## src/rtl/tone_pkg.sv

```systemverilog
// Shared types and constants for the tone sequencer: FSM states, entry field
// layout and the base note period table (C5..B5 at a 50 MHz divider clock).
package tone_pkg;

  typedef enum logic [1:0] {
    IDLE = 2'd0,
    LOAD = 2'd1,
    PLAY = 2'd2
  } state_t;

  localparam int ENTRY_W  = 16;
  localparam int PERIOD_W = 17;
  localparam int DUR_W    = 10;

  localparam int NOTE_MSB = 15;
  localparam int NOTE_LSB = 12;
  localparam int OCT_MSB  = 11;
  localparam int OCT_LSB  = 10;
  localparam int DUR_MSB  = 9;
  localparam int DUR_LSB  = 0;

  // Notes at or above this code are rests.
  localparam logic [3:0] REST = 4'd12;

  localparam logic [PERIOD_W-1:0] NOTE_PERIOD [12] = '{
    17'd95557, 17'd90193, 17'd85131, 17'd80354, 17'd75843, 17'd71587,
    17'd67569, 17'd63776, 17'd60197, 17'd56818, 17'd53629, 17'd50619
  };

  // Divider period for a note and octave shift; rests map to silence.
  function automatic logic [PERIOD_W-1:0] note_to_period(input logic [3:0] note,
                                                         input logic [1:0] oct);
    logic [PERIOD_W-1:0] p;
    p = '0;
    if (note < REST) p = NOTE_PERIOD[note] >> oct;
    return p;
  endfunction

endpackage

```

## src/rtl/tone_fifo.sv

```systemverilog
// Synchronous DEPTH x WIDTH FIFO with a flush input. The head entry is
// presented combinationally on dout so a pop and a latch happen on one edge.
module tone_fifo #(
  parameter int DEPTH = 8,
  parameter int WIDTH = 16
) (
  input  logic             clk,
  input  logic             rst_n,
  input  logic             flush,
  input  logic             wr_en,
  input  logic [WIDTH-1:0] din,
  input  logic             rd_en,
  output logic [WIDTH-1:0] dout,
  output logic             full,
  output logic             empty
);

  localparam int AW = $clog2(DEPTH);

  logic [AW:0]      wr_ptr;
  logic [AW:0]      rd_ptr;
  logic [WIDTH-1:0] mem [DEPTH];
  logic             do_wr;
  logic             do_rd;

  // Writes while full are dropped even if a pop happens in the same cycle.
  assign full  = (wr_ptr[AW] != rd_ptr[AW]) && (wr_ptr[AW-1:0] == rd_ptr[AW-1:0]);
  assign empty = (wr_ptr == rd_ptr);
  assign dout  = mem[rd_ptr[AW-1:0]];
  assign do_wr = wr_en && !full && !flush;
  assign do_rd = rd_en && !empty && !flush;

  // Pointer update; flush returns both pointers to the empty position.
  always_ff @(posedge clk or negedge rst_n) begin
    if (!rst_n) begin
      wr_ptr <= '0;
      rd_ptr <= '0;
    end else if (flush) begin
      wr_ptr <= '0;
      rd_ptr <= '0;
    end else begin
      if (do_wr) wr_ptr <= wr_ptr + 1'b1;
      if (do_rd) rd_ptr <= rd_ptr + 1'b1;
    end
  end

  // Storage array; contents need no reset since the pointers gate visibility.
  always_ff @(posedge clk) begin
    if (do_wr) mem[wr_ptr[AW-1:0]] <= din;
  end

endmodule

```

## src/rtl/tone_sequencer.sv

```systemverilog
// Plays queued note entries by driving the clock divider period. Entries are
// buffered in tone_fifo, decoded to a period, held for their duration in
// millisecond ticks, and then the next entry is loaded.
//
// state | meaning
// IDLE  | silent, waiting for enable and a queued entry
// LOAD  | popped entry latched; decode and load duration counters
// PLAY  | tone held; ms ticks counted while enabled, paused otherwise
module tone_sequencer
  import tone_pkg::*;
#(
  parameter int CLK_HZ = 50_000_000,
  parameter int TICK   = CLK_HZ / 1000,
  parameter int DEPTH  = 8
) (
  input  logic                clk,
  input  logic                rst_n,
  input  logic                wr_en,
  input  logic [ENTRY_W-1:0]  wdata,
  input  logic                enable,
  input  logic                clear,
  output logic                full,
  output logic                empty,
  output logic                overflow,
  output logic                busy,
  output logic                note_done,
  output logic [PERIOD_W-1:0] maxcount
);

  localparam int             TW        = (TICK > 1) ? $clog2(TICK) : 1;
  localparam logic [TW-1:0]  TICK_LAST = TW'(TICK - 1);

  state_t               state_q, state_d;
  logic [ENTRY_W-1:0]   entry_q, entry_d;
  logic [PERIOD_W-1:0]  maxcount_q, maxcount_d;
  logic [DUR_W-1:0]     remaining_q, remaining_d;
  logic [TW-1:0]        tick_q, tick_d;
  logic                 note_done_q, note_done_d;
  logic                 overflow_q, overflow_d;
  logic                 pop;
  logic [ENTRY_W-1:0]   fifo_dout;
  logic                 fifo_full;
  logic                 fifo_empty;
  logic [PERIOD_W-1:0]  cur_period;
  logic [DUR_W-1:0]     cur_dur;

  tone_fifo #(
    .DEPTH (DEPTH),
    .WIDTH (ENTRY_W)
  ) u_fifo (
    .clk   (clk),
    .rst_n (rst_n),
    .flush (clear),
    .wr_en (wr_en),
    .din   (wdata),
    .rd_en (pop),
    .dout  (fifo_dout),
    .full  (fifo_full),
    .empty (fifo_empty)
  );

  assign cur_period = note_to_period(entry_q[NOTE_MSB:NOTE_LSB], entry_q[OCT_MSB:OCT_LSB]);
  assign cur_dur    = entry_q[DUR_MSB:DUR_LSB];

  // Next-state, counter and output decode; clear overrides everything.
  always_comb begin
    state_d     = state_q;
    entry_d     = entry_q;
    maxcount_d  = maxcount_q;
    remaining_d = remaining_q;
    tick_d      = tick_q;
    note_done_d = 1'b0;
    overflow_d  = overflow_q;
    pop         = 1'b0;

    if (wr_en && fifo_full) overflow_d = 1'b1;

    case (state_q)
      IDLE: begin
        maxcount_d = '0;
        if (enable && !fifo_empty) begin
          pop     = 1'b1;
          entry_d = fifo_dout;
          state_d = LOAD;
        end
      end

      LOAD: begin
        remaining_d = cur_dur;
        tick_d      = '0;
        if (cur_dur == '0) begin
          // Zero-length entry: report it done, leave the divider untouched.
          note_done_d = 1'b1;
          state_d     = IDLE;
        end else begin
          maxcount_d = enable ? cur_period : '0;
          state_d    = PLAY;
        end
      end

      PLAY: begin
        if (!enable) begin
          maxcount_d = '0;
        end else begin
          maxcount_d = cur_period;
          if (tick_q == TICK_LAST) begin
            tick_d      = '0;
            remaining_d = remaining_q - 1'b1;
            if (remaining_q == DUR_W'(1)) begin
              note_done_d = 1'b1;
              if (!fifo_empty) begin
                // Back-to-back: the old period stays on through LOAD.
                pop     = 1'b1;
                entry_d = fifo_dout;
                state_d = LOAD;
              end else begin
                maxcount_d = '0;
                state_d    = IDLE;
              end
            end
          end else begin
            tick_d = tick_q + 1'b1;
          end
        end
      end

      default: begin
        maxcount_d = '0;
        state_d    = IDLE;
      end
    endcase

    if (clear) begin
      state_d     = IDLE;
      maxcount_d  = '0;
      remaining_d = '0;
      tick_d      = '0;
      note_done_d = 1'b0;
      overflow_d  = 1'b0;
      pop         = 1'b0;
    end
  end

  // State and output registers.
  always_ff @(posedge clk or negedge rst_n) begin
    if (!rst_n) begin
      state_q     <= IDLE;
      entry_q     <= '0;
      maxcount_q  <= '0;
      remaining_q <= '0;
      tick_q      <= '0;
      note_done_q <= 1'b0;
      overflow_q  <= 1'b0;
    end else begin
      state_q     <= state_d;
      entry_q     <= entry_d;
      maxcount_q  <= maxcount_d;
      remaining_q <= remaining_d;
      tick_q      <= tick_d;
      note_done_q <= note_done_d;
      overflow_q  <= overflow_d;
    end
  end

  assign full      = fifo_full;
  assign empty     = fifo_empty;
  assign busy      = (state_q != IDLE);
  assign overflow  = overflow_q;
  assign note_done = note_done_q;
  assign maxcount  = maxcount_q;

endmodule

```

## config.mk

```make
export PLATFORM = sky130hd
export DESIGN_NAME = tone_sequencer
export DESIGN_NICKNAME = d
export VERILOG_FILES = /design/src/rtl/tone_pkg.sv /design/src/rtl/tone_fifo.sv /design/src/rtl/tone_sequencer.sv
export SDC_FILE = /design/constraint.sdc
export NUM_CORES = 1
export LEC_CHECK = 0
export ABC_AREA = 1
export CORE_MARGIN = 1
export CORE_UTILIZATION = 55
export DETAILED_ROUTE_END_ITERATION = 10
export HOLD_SLACK_MARGIN = 0.1
export PLACE_DENSITY = 0.8
export RECOVER_POWER = 50
export SYNTH_ARGS = -nofsm -noshare
export SYNTH_HDL_FRONTEND = slang
export SYNTH_SLANG_ARGS = --single-unit
```

## constraint.sdc

```tcl
create_clock -name clk -period 2.55 [get_ports clk]
set_input_delay 0.3825 -clock clk [delete_from_list [all_inputs] [get_ports clk]]
set_output_delay 0.3825 -clock clk [all_outputs]
set_load 0.1 [all_outputs]
```

==> Yosys cells after proc, flatten, opt, wreduce, memory -nomap -nowiden <==
Memory sizes are Yosys's and may differ from the RTL's.
Index checks and enable logic that the tools add are counted.
{ "word_totals": {"regBits": 71, "ram_bits": 128, "rom_bits": 272, "inputBits": 21, "output_inout_bits": 22, "word_cells": 112, "mem_count": 2} }
{ "memory_table": {"columns": ["memory", "words", "width", "read_ports", "rd_clocked_by_memory_dff", "write_ports", "line", "text"], "rows": [
  ["(no name shown)", 16, 17, 1, 0, 0, "tone_pkg.sv:35", "if (note < REST) p = NOTE_PERIOD[note] >> oct;"],
  ["u_fifo.mem", 8, 16, 1, 0, 1, "tone_fifo.sv:22", "logic [WIDTH-1:0] mem [DEPTH];"]
]} }
{ "classes": {"addsub": 4, "n_lt_le_gt_ge": 2, "eq_ne": 17, "shift": 1, "n_mux": 54, "bitwise": 1, "reduce_logical": 22} }
{ "ops": {"columns": ["operator", "count"], "rows": [
  ["$mux 17", 10],
  ["$mux 16", 8],
  ["$pmux 16 s2", 2],
  ["$pmux 17 s2", 1],
  ["$mux 10", 3],
  ["$pmux 10 s2", 1],
  ["$shr 17x2->17", 1],
  ["$add 16x1->16 const B", 1],
  ["$eq 16x16->1 const B", 1],
  ["$mux 1", 16],
  ["$mux 4", 4],
  ["$ne 3x3->1 const B", 5],
  ["$mux 2", 6],
  ["$eq 10x1->1 const B", 1],
  ["$logic_not 10->1", 1],
  ["$ne 2x2->1 const B", 5],
  ["$reduce_bool 2->1", 5],
  ["$sub 10x1->10 const B", 1],
  ["$add 4x1->4 const B", 2],
  ["$logic_and 1x1->1", 7],
  ["$pmux 2 s3", 1],
  ["$reduce_and 6->1", 1],
  ["$ge 5x5->1 const B", 1],
  ["$not 4->5", 1],
  ["other kinds (13)", 16]
]} }

==> Logic depth before layout (Yosys ltp) <==
{ "depth": {"ltp_word": 12, "ltp_mapped": 14, "mapped_depth_nobuf": 13} }

==> Cells and area by module <==
From an unflattened synthesis, not the netlist that was laid out.
{ "hier_totals": {"hier_cells": 1023, "area_unflattened_um2": 9608.0} }
{ "by_module_without_submodules": {"columns": ["mod", "instances", "cells_each", "area_per_inst_um2", "seq_area_each_um2"], "rows": [
  ["tone_fifo", 1, 456, 5612.9, 4043.9],
  ["tone_sequencer", 1, 567, 3995.1, 1576.5]
]} }

==> Worst setup path before layout <==
No wires, ideal clock.
{ "synth_path": {"path_type": "flip-flop to flip-flop", "startpoint": "register u_fifo.rd_ptr[1]", "endpoint": "memory u_fifo.mem[6][0], enable pin", "t_arrival_ns": 2.297, "required_ns": 2.141, "setup_slack_ns": -0.156, "path_stages_with_launch": 13, "path_buffers": 1, "period_less_slack_ns": 2.706, "cell_sequence": "dfrtp_1 > buf_6 > inv_2 > nand2_1 > nand2_1 > inv_1 > nand2_1 > nor2_1 > nand2_1 > nand2_1 > inv_1 > nand3_1 > nor3_1"} }
{ "synth_via": {"elab_chain_cells": 7} }
{ "synth_rtl": {"columns": ["item", "line", "text"], "rows": [
  ["start: declaration", "tone_fifo.sv:21", "logic [AW:0] rd_ptr;"],
  ["start signal: assignment", "tone_fifo.sv:43", "if (do_rd) rd_ptr <= rd_ptr + 1'b1;"],
  ["$eq 3x3->1", "tone_fifo.sv:27", "assign full = (wr_ptr[AW] != rd_ptr[AW]) && (wr_ptr[AW-1:0] == rd_ptr[AW-1:0]);"],
  ["$logic_and 1x1->1", "tone_fifo.sv:27", null],
  ["$logic_not 1->1", "tone_fifo.sv:30", "assign do_wr = wr_en && !full && !flush;"],
  ["$logic_and 1x1->1 (2 in series)", "tone_fifo.sv:30", null],
  ["$mux 1", "tone_fifo.sv:49", "if (do_wr) mem[wr_ptr[AW-1:0]] <= din;"],
  ["$mux 1 (not written as such)", "tone_fifo.sv:49", null],
  ["end: declaration", "tone_fifo.sv:22", null]
]} }
No other way between the ends.

==> Final worst setup path <==
{ "layout_path": {"startpoint": "register u_fifo.wr_ptr[0]", "endpoint": "memory u_fifo.mem[0][4], enable pin"} }
{ "layout_via": {"elab_chain_cells": 7} }
{ "layout_rtl": {"columns": ["item", "line", "text"], "rows": [
  ["start: declaration", "tone_fifo.sv:20", "logic [AW:0] wr_ptr;"],
  ["start signal: assignment", "tone_fifo.sv:42", "if (do_wr) wr_ptr <= wr_ptr + 1'b1;"],
  ["$eq 3x3->1", "tone_fifo.sv:27", null],
  ["$logic_and 1x1->1", "tone_fifo.sv:27", null],
  ["$logic_not 1->1", "tone_fifo.sv:30", null],
  ["$logic_and 1x1->1 (2 in series)", "tone_fifo.sv:30", null],
  ["$mux 1", "tone_fifo.sv:49", null],
  ["$mux 1 (not written as such)", "tone_fifo.sv:49", null]
]} }
Several ways; a longest one is shown, not always the timed one.

==> results_dict.tcl <==
set metrics [dict create \
    die_area_mm2 0.0180 \
    grt_pass1_vias 6674 \
    p_leak_uw 0.00459 \
    hold_ws_ps 483 \
    p_int_uw 6440 \
    min-delay-start "maxcount[8]" \
    drive_gt1_frac 0.0864 \
    antenna_cells 0 \
    grt_pass1_wl_um 32800 \
    cp-end-kind "flop" \
    routedWlPerCell_um 15.5 \
    netlist_instances 1037 \
    via_per_inst 5.58 \
    gp_congestion 0.880 \
    h-tree-depth 4 \
    cts_tree "yes" \
    finalSetupTns_ps 0 \
    io_buffers 42 \
    vdd_drop_max_mv 0.680 \
    crit_path_start "u_fifo.wr_ptr[0]" \
    fp.dieW_um 134 \
    slew_violations 72 \
    yosys_warnings 0 \
    async_reset_ff_frac 0.357 \
    area_growth_pct 12.8 \
    fin_crit_sh 0.835 \
    post-synth-top-area-cell "edfxtp_1" \
    clock-sinks 199 \
    fin_skew_ps 12.1 \
    synth_edf_count 128 \
    relSlewSlack -0.0360 \
    p_switching_uw 4050 \
    ctsRootBufferMaster "clkbuf_16" \
    synth.area.top_cells "edfxtp_1 (40%), dfrtp_1 (19%), nand2_1 (11%), o21ai_0 (5.1%), nor2_1 (4.5%)" \
    avgSynthCellArea_um2 9.24 \
    numCtsBuffers 17 \
    yosysSeqAreaShare 0.586 \
    rsz0062_at_grt "false" \
    worstPathArrival_ps 2250 \
    clock.fmax_mhz 470 \
    ys.flop_type "edfxtp_1" \
    die_h_um 134 \
    vias 7299 \
    setup_viol 0 \
    cp.required_ps 2670 \
    critPathKind "flop to flop" \
    violations "max-capacitance violations, max-slew violations" \
    synth_top_area_frac 0.401 \
    start_util 0.570 \
    crit_path_top_delay_cell "dfrtp_1" \
    power_uw 10500 \
    path_cells "inv_1 -> nand2_1 -> nand2_1 -> inv_1 -> nand2_1 -> nor2_1 -> nand2_1 -> nand2_1 -> inv_1 -> nand3_1 -> nor2_1 -> buf_4" \
    status "complete, but fails checks" \
    worst-path-max-fanout 16 \
    r2r_start "u_fifo.wr_ptr[0]" \
    start_kind "flop" \
    swShare 0.386 \
    power_frac_seq 0.385 \
    worstSkewPairLatency_ps 440 \
    cts_resized 0 \
    cellPowerDensity_mw_per_mm2 970 \
    hold_viol_final 0 \
    postRouteAntennaNets 0 \
    placed_cells 1275 \
    num_rows 47 \
    wl_um 20200 \
    critPathMaxStageDelay_ps 410 \
    ioPinCount 43 \
    syn_nets 1075 \
    clkSlewWorstSetupHoldPaths_ps 70 \
    grt_overflow_total 0 \
    clkPwrFrac 0.271 \
    grt_max_degree 72 \
    drv_cap 1 \
    ys_ff_latch 199 \
    core_mm2 0.0168 \
    final.min_clock_period_ps 2130 \
    synthDistinctLibCells 33 \
    drc 0 \
    grt_use_total 0.236 \
    first_pass_iters 5 \
    combPwrFrac 0.344 \
    worst_pin_slew_ps 1550 \
    antenna_found_initial 0 \
    hold_path_class "flop to flop" \
    drt_iter0_drc 538 \
    nNetsFinal 1113 \
    synth.cell_area_mm2 0.00959 \
    place_hpwl_um 13500 \
    worst_path_most_repeated_cell "nand2_1" \
    cts_buffer_depth 2 \
    fin_cells 1308 \
]
stage by stage:
stage               area [µm²]  utilization  worst slack (ps)
floorplan                 9590            -              -104
global placement         10200        0.608               331
detailed placement       10200        0.608               311
CTS                      10900        0.646               416
global route             10800        0.643               114
finish                   10800        0.643               420
cell usage after synthesis (3+ instances only):
cell        n
inv_1      66
nor3_1     12
nand2_1   271
inv_2       4
dfrtp_1    71
a21oi_1    17
buf_1       3
clkbuf_1   24
ha_1       17
edfxtp_1  128
o21ai_0    98
nand4_1    45
nor2_1    115
or2_2       5
xor2_1     10
o22ai_1    39
nand2_2     5
nand3_1    67
buf_2      17
buf_6       5
power groups by stage:
stage | Sequential, µW | Combinational, µW | Clock (µW)
after floorplan | 4000 | 2880 | 0
after CTS | 4030 | 3590 | 2870
final | 4030 | 3610 | 2840
after global routing | 4070 | 4080 | 3010
after global placement | 4090 | 3500 | 0
after detailed placement | 4090 | 3560 | 0
state kept, by name (all words and copies together) (netlist names):
signal,flops
entry_q,16
maxcount,17
note_done,1
overflow,1
remaining_q,10
state_q,2
tick_q,16
u_fifo.mem,128
u_fifo.rd_ptr,4
u_fifo.wr_ptr,4
path summary, 6_finish.rpt:
kind | cells after the start | end | slack, ps
max | 12 | u_fifo.mem[0][4] | 420
min | 2 | maxcount[8] | 480
max reg2reg | 12 | u_fifo.mem[0][4] | 420
min reg2reg | 2 | maxcount[8] | 480
max in group asynchronous | 3 | u_fifo.rd_ptr[0] | 550
min in group asynchronous | 3 | tick_q[7] | 960
cell usage in the layout, fill, tap and decap left out, types with 2 or more instances in the layout:
cell	count
nand3_1	67
buf_12	2
mux2i_1	2
dfrtp_1	70
nor3_1	8
clkinv_4	3
dlygate4sd3_1	17
nand2_1	271
buf_2	2
a21oi_1	17
nor2_1	115
clkinv_1	4
edfxtp_1	128
xor2_1	10
clkbuf_16	17
nand4_1	45
inv_2	4
nor3_2	4
or2_2	5
bufinv_16	3
ha_1	17
o22ai_1	39
nor2_2	2
nand2_2	5
clkdlybuf4s50_1	3
o21ai_0	98
buf_4	35
clkbuf_1	11
inv_8	5
inv_1	66
nand3b_1	2
cells by family (layout without fill, tap and decap cells):
family,Yosys count,count (layout),synth area share
simple gates,528,528,0.236
xor+xnor,10,10,0.00914
flops,199,199,0.586
mux,2,2,0.00209
fa+ha+maj,17,17,0.0222
buf+inv,123,174,0.0551
compound gates,158,158,0.0893
area by class of cell:
| class | instances | area [µm²] |
|---|---|---|
| Clock buffer | 17 | 425 |
| Clock inverter | 15 | 205 |
| Fill cell | 1343 | 6010 |
| Inverter | 72 | 270 |
| Multi-Input combinational cell | 715 | 3460 |
| Sequential cell | 199 | 5620 |
| Tap cell | 220 | 275 |
| Timing Repair Buffer | 70 | 554 |
repair_timing:
action                                 CTS  global route
hold buffers                             1             0
endpoints found under the hold margin   71             0
setup buffers                            0             0
critical path, delay by kind of cell (launching register included):
kind,cells,cell delay [ps]
buffers and inverters,4,660
flip-flops,1,410
AND/OR/NAND/NOR,8,740
per-layer routing:
metal  wire length, µm  up-vias  GRT usage  share of wire
met5                 0        -          0              0
met4               372        0     0.0868          0.018
met3              1130       33     0.0480          0.056
met2              9730      221      0.378           0.48
met1              8990     3432      0.319           0.44
li1                  -     3613          -              -
No activity file was read; power rests on OpenSTA's default activity.
